<file path="config.mk">
export PLATFORM = sky130hd
export DESIGN_NAME = traffic_junction_controller
export DESIGN_NICKNAME = d
export VERILOG_FILES = /design/src/rtl/traffic_junction_controller.sv
export SDC_FILE = /design/constraint.sdc
export NUM_CORES = 1
export LEC_CHECK = 0
export BUFFER_PORTS_ARGS = -buffer_cell sky130_fd_sc_hd__buf_2
export CORE_MARGIN = 2
export CORE_UTILIZATION = 40
export DETAILED_ROUTE_END_ITERATION = 8
export PLACE_DENSITY = 0.63
export SYNTH_ARGS = -nofsm -noshare
export SYNTH_HDL_FRONTEND = slang
export SYNTH_SLANG_ARGS = --single-unit
</file>
<file path="constraint.sdc">
create_clock -name clk -period 5.55 [get_ports clk]
set_input_delay 1.11 -clock clk [delete_from_list [all_inputs] [get_ports clk]]
set_output_delay 1.11 -clock clk [all_outputs]
set_load 0.02 [all_outputs]
</file>
<file path="src/rtl/traffic_junction_controller.sv">
// Highway/country-road junction controller with highway minimum green,
// country-green timeout and a latched pedestrian walk phase.
module traffic_junction_controller #(
  parameter int unsigned MIN_GREEN  = 8,
  parameter int unsigned Y2R_DELAY  = 3,
  parameter int unsigned R2G_DELAY  = 2,
  parameter int unsigned MAX_CGREEN = 10,
  parameter int unsigned WALK_TIME  = 5,
  parameter int unsigned CNT_W      = 8
) (
  input  logic       clk,
  input  logic       reset_n,
  input  logic       x,
  input  logic       ped_req,
  output logic [1:0] hwy,
  output logic [1:0] cntry,
  output logic       walk,
  output logic       ped_wait,
  output logic [2:0] phase
);

  localparam logic [2:0] S_HG  = 3'd0;
  localparam logic [2:0] S_HY  = 3'd1;
  localparam logic [2:0] S_AR1 = 3'd2;
  localparam logic [2:0] S_CG  = 3'd3;
  localparam logic [2:0] S_CY  = 3'd4;
  localparam logic [2:0] S_AR2 = 3'd5;
  localparam logic [2:0] S_PW  = 3'd6;

  localparam logic [1:0] L_RED = 2'd0;
  localparam logic [1:0] L_YEL = 2'd1;
  localparam logic [1:0] L_GRN = 2'd2;

  localparam logic [CNT_W-1:0] T_MING = CNT_W'(MIN_GREEN - 1);
  localparam logic [CNT_W-1:0] T_Y2R  = CNT_W'(Y2R_DELAY - 1);
  localparam logic [CNT_W-1:0] T_R2G  = CNT_W'(R2G_DELAY - 1);
  localparam logic [CNT_W-1:0] T_MAXC = CNT_W'(MAX_CGREEN - 1);
  localparam logic [CNT_W-1:0] T_WALK = CNT_W'(WALK_TIME - 1);
  localparam logic [CNT_W-1:0] T_SAT  = {CNT_W{1'b1}};

  logic [2:0]       state, state_next;
  logic [CNT_W-1:0] timer, timer_next;
  logic             ped_pending, ped_next;
  logic [1:0]       hwy_next, cntry_next;
  logic             walk_next;

  // State register; outputs are registered decodes of the next state
  always_ff @(posedge clk or negedge reset_n) begin
    if (!reset_n) begin
      state       <= S_HG;
      timer       <= '0;
      ped_pending <= 1'b0;
      hwy         <= L_GRN;
      cntry       <= L_RED;
      walk        <= 1'b0;
      ped_wait    <= 1'b0;
      phase       <= S_HG;
    end else begin
      state       <= state_next;
      timer       <= timer_next;
      ped_pending <= ped_next;
      hwy         <= hwy_next;
      cntry       <= cntry_next;
      walk        <= walk_next;
      ped_wait    <= ped_next;
      phase       <= state_next;
    end
  end

  // Next-state, timer, pedestrian latch and output decode
  always_comb begin
    state_next = state;
    case (state)
      S_HG:  if (timer >= T_MING && (x || ped_pending)) state_next = S_HY;
      S_HY:  if (timer == T_Y2R) state_next = S_AR1;
      S_AR1: if (timer == T_R2G) state_next = ped_pending ? S_PW : S_CG;
      S_CG:  if (!x || timer == T_MAXC) state_next = S_CY;
      S_CY:  if (timer == T_Y2R) state_next = S_AR2;
      S_AR2: if (timer == T_R2G) state_next = S_HG;
      S_PW:  if (timer == T_WALK) state_next = x ? S_CG : S_AR2;
      default: state_next = S_HG;
    endcase

    if (state_next != state) timer_next = '0;
    else if (timer == T_SAT) timer_next = timer;
    else                     timer_next = timer + CNT_W'(1);

    // Entering the walk phase serves the request, overriding a same-edge press
    if (state_next == S_PW && state != S_PW) ped_next = 1'b0;
    else if (ped_req)                        ped_next = 1'b1;
    else                                     ped_next = ped_pending;

    hwy_next   = L_RED;
    cntry_next = L_RED;
    walk_next  = 1'b0;
    case (state_next)
      S_HG:    hwy_next   = L_GRN;
      S_HY:    hwy_next   = L_YEL;
      S_CG:    cntry_next = L_GRN;
      S_CY:    cntry_next = L_YEL;
      S_PW:    walk_next  = 1'b1;
      default: ;
    endcase
  end

endmodule

</file>
==> results of run 1 <==
## worst reg2reg max path, delay by kind of cell, from the launching register on
kind / cells / cell delay [ps]
DFF: 1 / 460
AOI/OAI and AO/OA: 3 / 980
and+or+nand+nor: 2 / 890
## path summary, 6_finish.rpt
kind	startpoint	end	cells after the start
worst max register to register	timer[4]	timer[6]	5
worst min register to register	timer[6]	timer[6]	1
min in group asynchronous	reset_n	timer[7]	1
worst min-delay path	timer[6]	timer[6]	1
worst max-delay path	timer[4]	timer[6]	5
max in group asynchronous	reset_n	hwy[1]	1
## cell families (layout without fill, tap and decap cells)
| family | count (synthesis) | in the layout | synth area share [%] |
|---|---|---|---|
| AO/OA/AOI/OAI | 16 | 16 | 12.45 |
| XOR/XNOR | 4 | 4 | 3.487 |
| adder cells (fa/ha/maj) | 4 | 4 | 4.982 |
| buffers and inverters | 10 | 20 | 3.860 |
| flip-flops | 17 | 17 | 42.47 |
| multiplexers | 2 | 2 | 1.993 |
| AND/OR/NAND/NOR | 56 | 56 | 30.76 |
## synth_stat cells, drive strengths merged, types with 3 or more instances
cell type / number
xnor2: 4
clkbuf: 5
nand3: 6
nand2: 6
dfrtp: 16
inv: 4
ha: 4
a21oi: 3
nor2: 11
nor4b: 3
nor3: 12
## layer usage
layer	routed length (um)	track usage (%)
met5	0	0
met4	15	5.000
met3	53	3.333
met2	1016	25.61
met1	1038	21.61
## power by group
group | leakage [nW] | total (mW) | internal [mW] | switching, mW
sequential | 0.221 | 0.212 | 0.161 | 0.0514
combinational | 0.222 | 0.240 | 0.0984 | 0.142
clock | 0.0177 | 0.0673 | 0.0267 | 0.0405
total | 0.460 | 0.519 | 0.286 | 0.234
## sequential cells by signal (all words and copies together) (netlist names)
register / flops
cntry: 2
walk: 1
timer: 8
hwy: 2
state: 3
ped_pending: 1
## cell type report
type                            instances  area share, %
Tap cell                               30          3.394
Sequential cell                        17          38.57
Multi-Input combinational cell         82          48.76
Timing Repair Buffer                   12          5.430
Clock inverter                          1         0.4525
Inverter                                4          1.357
Clock buffer                            3          2.036
## per-stage QoR
step / instances / instance area, um^2 / setup WS, ps / power (mW) / hold slack [ps]
2_1_floorplan: 109 / 1005 / 3288 / 0.3944 / 513.5
6_report: 149 / 1106 / 3071 / 0.5193 / 588.1
3_3_place_gp: 145 / 1079 / 3001 / 0.4505 / 545.2
5_1_grt: 149 / 1106 / 2759 / 0.5600 / 603.7
4_1_cts: 149 / 1106 / 3109 / 0.5228 / 588.0
3_5_place_dp: 145 / 1079 / 2946 / 0.4549 / 575.1
==> results.cfg, run 1 <==
[clock_tree]
path_clk_slew_ps = 110
htreeDepth = 1
clk_latency_ps = 290
cts_tree = done
holdBufCountCts = 0
cts-root-buf = clkbuf_4
cts_inserted_buffers = 3
numClockSinks = 17
clockBufferDepth = 2
cts_setup_buffers = 0
ctsResizeCount = 0

[drt]
antenna_left = 0
route.vias.total = 839
routed_wl_mm = 2.124
remaining_drc_errors = 0
vias_per_cell = 5.631
drt_iter0_markers = 27
dr.pass1.iters = 4
wire_per_inst_um = 14.26

[global_route]
grt_antenna_before_repair = 0
grt_first_pass_wirelength_mm = 3.325
overflow = 0
grt_pass1_vias = 702
grt_max_degree = 18
grt_usage_pct = 16.02

[cells_and_area]
final_cell_mix = dfrtp_1 (16), nor3_1 (12), buf_2 (12)
n_antenna_cell = 0
layout_commonest_cell = dfrtp_1
multi_input_area_um2 = 539.3
drive_gt1_share_pct = 18.49
fillerInstances = 237
area_growth_pct = 10.09
final_core_util_pct = 45.47
regArea_um2 = 426.7
fin_nets = 128

[synthesis]
yosysTopAreaCellShare_pct = 39.85
postSynthCellCount = 109
synth_edf_count = 0
ys_ff_latch = 17
syn_area_um2 = 1005
synth_area_leaders = dfrtp_1 (40%), nor3_1 (6.0%), ha_1 (5.0%)
avgSynthCellArea_um2 = 9.218
ys_types = 36
yosysTopAreaCell = dfrtp_1
seq_area_frac_synth_pct = 42.47
async_flop_share_pct = 100.0
syn-num-nets = 117
synth_ff_type = dfrtp_1
yosysWarningCount = 0

[placement]
port_buffers = 12
dp_hpwl_mm = 1.596
gp_congestion = 0.7273

[sta]
setup_viol = 0
min_period_over_period_pct = 44.67
rsz0062_at_grt = false
max_slew.worst_pin.slew_ps = 704.0
maxSlewViolCount = 0
final.setup_skew_ps = 3.001
finalCriticalPeriod_ps = 2479
setup_tns_ps = 0
report.final.hold_viol_count = 0
maxSlewHeadroom_pct = 52.85
fmax_mhz = 403.3

[setup_path]
path_buf_inv = 0
slowest_stage = nor4_1
path_cells = nor4_1 > nand2_1 > o21bai_1 > a31oi_1 > a2111oi_0
crit_family = compound AO/OA/AOI/OAI gates
critical_path.endpoint_type = flop
cp.arrival_ps = 2610
required_ps = 5680
cp_max_fo = 8
reg2reg_slack_ps = 3070
max_stage_delay_ps = 640
critPathKind = reg -> reg
startpoint_type = flop

[pwr]
p_leak_nw = 0.4605
irDropWorstVdd_uv = 244.4
powerDensity_nw_per_um2 = 469.5

[worst_hold_path]
hp-class = reg -> reg

[job]
cap_violations = 0

[floorplanning]
num_rows = 18
floorplan.die_area_um2 = 2928
dieWidth_um = 54.12
core-area_um2 = 2432
dieHeight_um = 54.12
start_util_pct = 41.31
io-pin-count = 13

[status]
status = finished clean
(Power assumes the default switching activity.)
==> inputs of run 2 (changes only) <==
--- a/config.mk
+++ b/config.mk
@@ -5,11 +5,12 @@
 export SDC_FILE = /design/constraint.sdc
 export NUM_CORES = 1
 export LEC_CHECK = 0
+export ABC_AREA = 1
 export BUFFER_PORTS_ARGS = -buffer_cell sky130_fd_sc_hd__buf_2
 export CORE_MARGIN = 2
 export CORE_UTILIZATION = 40
 export DETAILED_ROUTE_END_ITERATION = 8
-export PLACE_DENSITY = 0.63
+export PLACE_DENSITY = 0.62
 export SYNTH_ARGS = -nofsm -noshare
 export SYNTH_HDL_FRONTEND = slang
 export SYNTH_SLANG_ARGS = --single-unit
==> constraint.sdc (replaced) <==
create_clock -name clk -period 2.6 [get_ports clk]
set_input_delay 0.52 -clock clk [delete_from_list [all_inputs] [get_ports clk]]
set_output_delay 0.52 -clock clk [all_outputs]
set_load 0.02 [all_outputs]
==> run 2 against run 1 <==
Effect of this change: worst setup slack worse by 2300 ps; die area is 15% higher; register-to-register slack worse by 2300 ps; combinational power is 97% lower; clock skew is 1.6 ps lower; sequential share of layout area is 5.2 points lower; via count is 7.9% higher; non-clock buffer count stayed put.
==> results.cfg, run 2 <==
[sta]
rsz0062_at_grt = false
final.setup_skew_ps = 1.430
min_period_over_period_pct = 69.25
fmax_mhz = 555.4
setup_tns_ps = 0
maxSlewViolCount = 0
report.final.hold_viol_count = 0
setup_viol = 0
maxSlewHeadroom_pct = 75.31
max_slew.worst_pin.slew_ps = 367.5
finalCriticalPeriod_ps = 1801

[clock_tree]
numClockSinks = 17
cts_setup_buffers = 0
clockBufferDepth = 2
cts_tree = done
ctsResizeCount = 0
holdBufCountCts = 0
clk_latency_ps = 280
cts-root-buf = clkbuf_4
path_clk_slew_ps = 90
htreeDepth = 1
cts_inserted_buffers = 3

[setup_path]
startpoint_type = flop
reg2reg_slack_ps = 800
required_ps = 2760
critPathKind = reg -> reg
rr_worst_depth = 9
cp.arrival_ps = 1970
critical_path.endpoint_type = flop
r2r_end = timer[3]
rr_startpoint = timer[1]
cp_max_fo = 8

[synthesis]
synth_ff_type = dfrtp_1
ys_types = 30
synth_edf_count = 0
ys_ff_latch = 17
syn_area_um2 = 1164
syn-num-nets = 141
synth_area_leaders = dfrtp_1 (34%), nor3_2 (8.6%), inv_1 (5.2%)
postSynthCellCount = 133
yosysWarningCount = 0
yosysTopAreaCell = dfrtp_1
async_flop_share_pct = 100.0
avgSynthCellArea_um2 = 8.749
seq_area_frac_synth_pct = 36.67
synth.top_cells.by_count = dfrtp_1 (16), inv_1 (16), nand2_1 (16)
yosysTopAreaCellShare_pct = 34.41

[floorplanning]
core-area_um2 = 2758
floorplan.die_area_um2 = 3356
dieWidth_um = 57.94
io-pin-count = 13
start_util_pct = 42.20
dieHeight_um = 57.94
num_rows = 19

[drt]
drt_iter0_markers = 28
vias_per_cell = 5.056
dr.pass1.iters = 4
remaining_drc_errors = 0
route.vias.total = 905
dr.max_layer_used = met4
antenna_left = 0
wire_per_inst_um = 12.34
routed_wl_mm = 2.208
routed-wl-met2_um = 966
m1WireLength_mm = 1.148
met3WireLength_um = 79

[global_route]
grt_usage_pct = 15.67
grt_max_degree = 18
overflow = 0
grt_pass1_vias = 921
grt_antenna_before_repair = 0
grt_first_pass_wirelength_mm = 4.119

[cells_and_area]
final_cell_mix = inv_1 (16), nand2_1 (16), dfrtp_1 (16)
final_core_util_pct = 46.32
drive_gt1_share_pct = 33.78
fillerInstances = 264
multi_input_area_um2 = 654.4
regArea_um2 = 426.7
n_antenna_cell = 0
largest_reg_flops = 8
area_growth_pct = 9.785
largest-register = timer
largest_registers = timer x8, state x3
fin_nets = 157

[pwr]
irDropWorstVdd_uv = 276.6
pwr-share-seq_pct = 64.7
share_comb_of_total_power_pct = 1.9
p_leak_nw = 0.6237
power.net_switching_mw = 0.08298
powerDensity_nw_per_um2 = 319.9
netSwitchingFraction_pct = 20.30
p_int_mw = 0.3257
clkPwrFrac_pct = 33.4

[worst_hold_path]
hp-class = in -> async

[status]
status = finished clean

[placement]
dp_hpwl_mm = 1.748
port_buffers = 12
gp_congestion = 0.8209

[job]
cap_violations = 0
run 2: cell count changes after synthesis, moves of 5 or more:
| cell | change |
|---|---|
| nor3_2 | +10 |
| nand2_1 | +10 |
| inv_1 | +12 |
| o21ai_0 | +7 |
| clkbuf_1 | -5 |
run 2: worst max-delay path by stage:
stage | start | to | slack (ps) | cells past startpoint
finish | timer[1] | timer[3] | 800 | 9
global route | timer[1] | timer[0] | 620 | 7
CTS | timer[0] | timer[4] | 800 | 11
detailed placement | timer[0] | timer[4] | 820 | 11
global placement | timer[0] | timer[3] | 820 | 11
floorplan | timer[0] | timer[0] | 970 | 11
run 2: final cells by class:
cell class	instances	share of cell area, %
flip-flops and latches	17	33.40
inverters	19	5.583
repair buffers	12	4.701
clock buffers	4	2.057
well taps	31	3.036
multi-input cells	96	51.22
run 2: routing by layer:
metal / vias to the layer above / GRT usage (%)
li1: 471 / -
met1: 417 / 24.43
met2: 15 / 21.92
met3: 2 / 2.679
met4: 0 / 4.983
met5: - / 0
run 2: power by group through the flow:
stage	Clock (mW)	Sequential (mW)	Combinational [mW]
final	0.136	0.264	0.00795
after global routing	0.150	0.264	0.00979
after global placement	0	0.269	0.00825
after floorplan	0	0.269	0.000750
after detailed placement	0	0.269	0.00859
after CTS	0.140	0.264	0.00856
run 2: critical path: stages, from the launching register on:
cell and delay (ps):
dfrtp_1 410, inv_1 150, ha_1 200, nand2_2 90
nor2_4 130, nor2_1 60, nor2_2 150, nand2_2 80
a31oi_4 340, nor3_2 70
run 2: kinds of logic (layout without fill, tap and decap cells):
group	Yosys count	after routing	synth area share, %
AOI/OAI and AO/OA	17	17	10.97
xor gates and xnor gates	2	2	1.506
adders and majority gates	4	4	4.301
buffers and inverters	20	35	7.097
DFF	17	17	36.67
and+or+nand+nor	73	73	39.46
run 2: metrics by stage:
| stage | instances | hold slack [ps] | power (mW) | worst slack (ps) | area (um^2) |
|---|---|---|---|---|---|
| 6_report | 179 | 134.5 | 0.4087 | 799.5 | 1277 |
| 5_1_grt | 179 | 155.3 | 0.4242 | 621.0 | 1277 |
| 4_1_cts | 179 | 144.8 | 0.4129 | 800.9 | 1277 |
| 3_5_place_dp | 175 | 457.0 | 0.2780 | 821.7 | 1251 |
| 3_3_place_gp | 175 | 445.7 | 0.2777 | 817.5 | 1251 |
| 2_1_floorplan | 133 | 224.4 | 0.2702 | 971.3 | 1164 |
==> inputs of run 3 (changes only) <==
--- a/config.mk
+++ b/config.mk
@@ -10,7 +10,7 @@
 export CORE_MARGIN = 2
 export CORE_UTILIZATION = 40
 export DETAILED_ROUTE_END_ITERATION = 8
-export PLACE_DENSITY = 0.62
+export PLACE_DENSITY = 0.64
 export SYNTH_ARGS = -nofsm -noshare
 export SYNTH_HDL_FRONTEND = slang
 export SYNTH_SLANG_ARGS = --single-unit
==> constraint.sdc (replaced) <==
create_clock -name clk -period 1.6 [get_ports clk]
set_input_delay 0.32 -clock clk [delete_from_list [all_inputs] [get_ports clk]]
set_output_delay 0.32 -clock clk [all_outputs]
set_load 0.02 [all_outputs]
==> run 3 against run 2 <==
Effect of this change: the run now ends with setup timing left; register-to-register slack got worse by 960 ps; utilization rose by 12 points; routed wire length rose by 24%; clock-buffer cell count fell by 1; combinational power rose by 95%; cell count rose by 11%; critical path depth rose by 2; maximum frequency rose by 2.4%; die area did not move; clock skew barely moved; final area rose by 25%; largest cell class unchanged; highest routed layer unchanged.
==> results.cfg, run 3 (synthesis results as in run 2) <==
[status]
status = complete, but fails checks
failed_checks = setup timing

[clock_tree]
cts_tree = done
cts-root-buf = clkbuf_4
clockBufferDepth = 2
path_clk_slew_ps = 90
htreeDepth = 1
numClockSinks = 17
cts_inserted_buffers = 3
clk_latency_ps = 280

[sta]
fmax_mhz = 568.9
maxSlewHeadroom_pct = 65.72
report.final.hold_viol_count = 0
final.setup_skew_ps = 1.522
hold_slack_ps = 253.9
min_period_over_period_pct = 109.9
finalCriticalPeriod_ps = 1758
rsz0062_at_grt = true
setup_viol = 13
timing.final.ws_setup_ps = -157.8
maxSlewViolCount = 0
max_slew.worst_pin.slew_ps = 508.9

[global_route]
grt_first_pass_wirelength_mm = 4.312
overflow = 0
grt_max_degree = 18
grt_antenna_before_repair = 0
grt_pass1_vias = 995
grt_usage_pct = 16.62

[placement]
gp_congestion = 0.9526
dp_hpwl_mm = 1.857
pre_cts_slack_ps = -88.45
port_buffers = 12

[cells_and_area]
fin_nets = 177
largest_reg_flops = 8
drive_gt1_share_pct = 55.36
largest_registers = timer x8, state x3
layout_commonest_cell = buf_4
largest-register = timer
final_cell_mix = buf_4 (17), nand2_1 (14), dfrtp_1 (13)
area_growth_pct = 37.74
n_antenna_cell = 0

[drt]
drt_iter0_markers = 33
wire_per_inst_um = 13.80
dr.pass1.iters = 4
remaining_drc_errors = 0
antenna_left = 0
vias_per_cell = 5.181
routed_wl_mm = 2.746
route.vias.total = 1031

[worst_hold_path]
hp-class = in -> reg

[setup_path]
cp_max_fo = 8
cp.arrival_ps = 1930
critPathKind = reg -> reg
required_ps = 1770
startpoint_type = flop
critical_path.endpoint_type = flop

[floorplanning]
io-pin-count = 13
core-area_um2 = 2758
floorplan.die_area_um2 = 3356
dieWidth_um = 57.94
num_rows = 19
dieHeight_um = 57.94
start_util_pct = 42.20

[pwr]
finalPower_mw = 0.6627
p_leak_nw = 0.7495
irDropWorstVdd_uv = 580.1
powerDensity_nw_per_um2 = 413.5

[job]
cap_violations = 0
run 3: cell count changes in the layout (fill, tap and decap cells not counted), sizes merged:
cell         before  now
clkbuf            4    3
dlygate4sd3       0    1
clkinv            0    1
buf              12   31
run 3: critical path, stage by stage (launching register included):
cell and delay (ps):
dfrtp_1 420, inv_2 140, ha_4 170, nand3_4 90
nor2_4 140, nand2_2 70, nand2_2 80, nand2_4 70
nor2_4 190, nand2_4 90, nand2_8 130, nor3_2 50
run 3: cell type report:
cell class | instances | area (um^2)
Fill cell | 220 | 1155
Multi-Input combinational cell | 96 | 803.3
Sequential cell | 17 | 430.4
Timing Repair Buffer | 32 | 229.0
Inverter | 19 | 73.82
Tap cell | 31 | 38.79
Clock buffer | 3 | 22.52
Clock inverter | 1 | 5.005
run 3: per-layer routing:
layer / track usage, % / share of wire (%)
met1: 22.22 / 44
met2: 28.73 / 52
met3: 1.339 / 2.9
met4: 4.983 / 0.36
met5: 0 / 0
run 3: path summary, 6_finish.rpt:
| kind | start | end | slack (ps) | cells past startpoint |
|---|---|---|---|---|
| worst min register to register | ped_pending | ped_pending | 630 | 2 |
| worst min-delay path | ped_req | ped_pending | 250 | 3 |
| max in group asynchronous | reset_n | hwy[1] | 820 | 2 |
| worst max-delay path | timer[1] | timer[3] | -160 | 11 |
| worst max register to register | timer[1] | timer[3] | -160 | 11 |
| min in group asynchronous | reset_n | hwy[0] | 470 | 2 |
run 3: report_power, final:
part,internal [mW],total (mW),switching [mW]
logic,0.00493,0.0155,0.0106
registers,0.429,0.429,0.000000000000000168
clock network,0.0927,0.218,0.125
total,0.527,0.663,0.136
run 3: repair_timing:
item,CTS,global route
endpoints found under the hold margin,16,0
buffers inserted,1,4
hold buffers,1,0
pin swaps,12,14
setup endpoints to repair,13,16
gates cloned,0,0
resized for setup,9,29
run 3: metrics by stage:
| stage | area (um^2) | std cells | util (%) | setup TNS (ps) |
|---|---|---|---|---|
| floorplan | 1164 | 133 | - | 0 |
| global placement | 1369 | 189 | 49.64 | -534.7 |
| detailed placement | 1369 | 189 | 49.64 | -803.3 |
| CTS | 1445 | 195 | 52.40 | -659.1 |
| global route | 1603 | 199 | 58.12 | -3093 |
| finish | 1603 | 199 | 58.12 | -1612 |
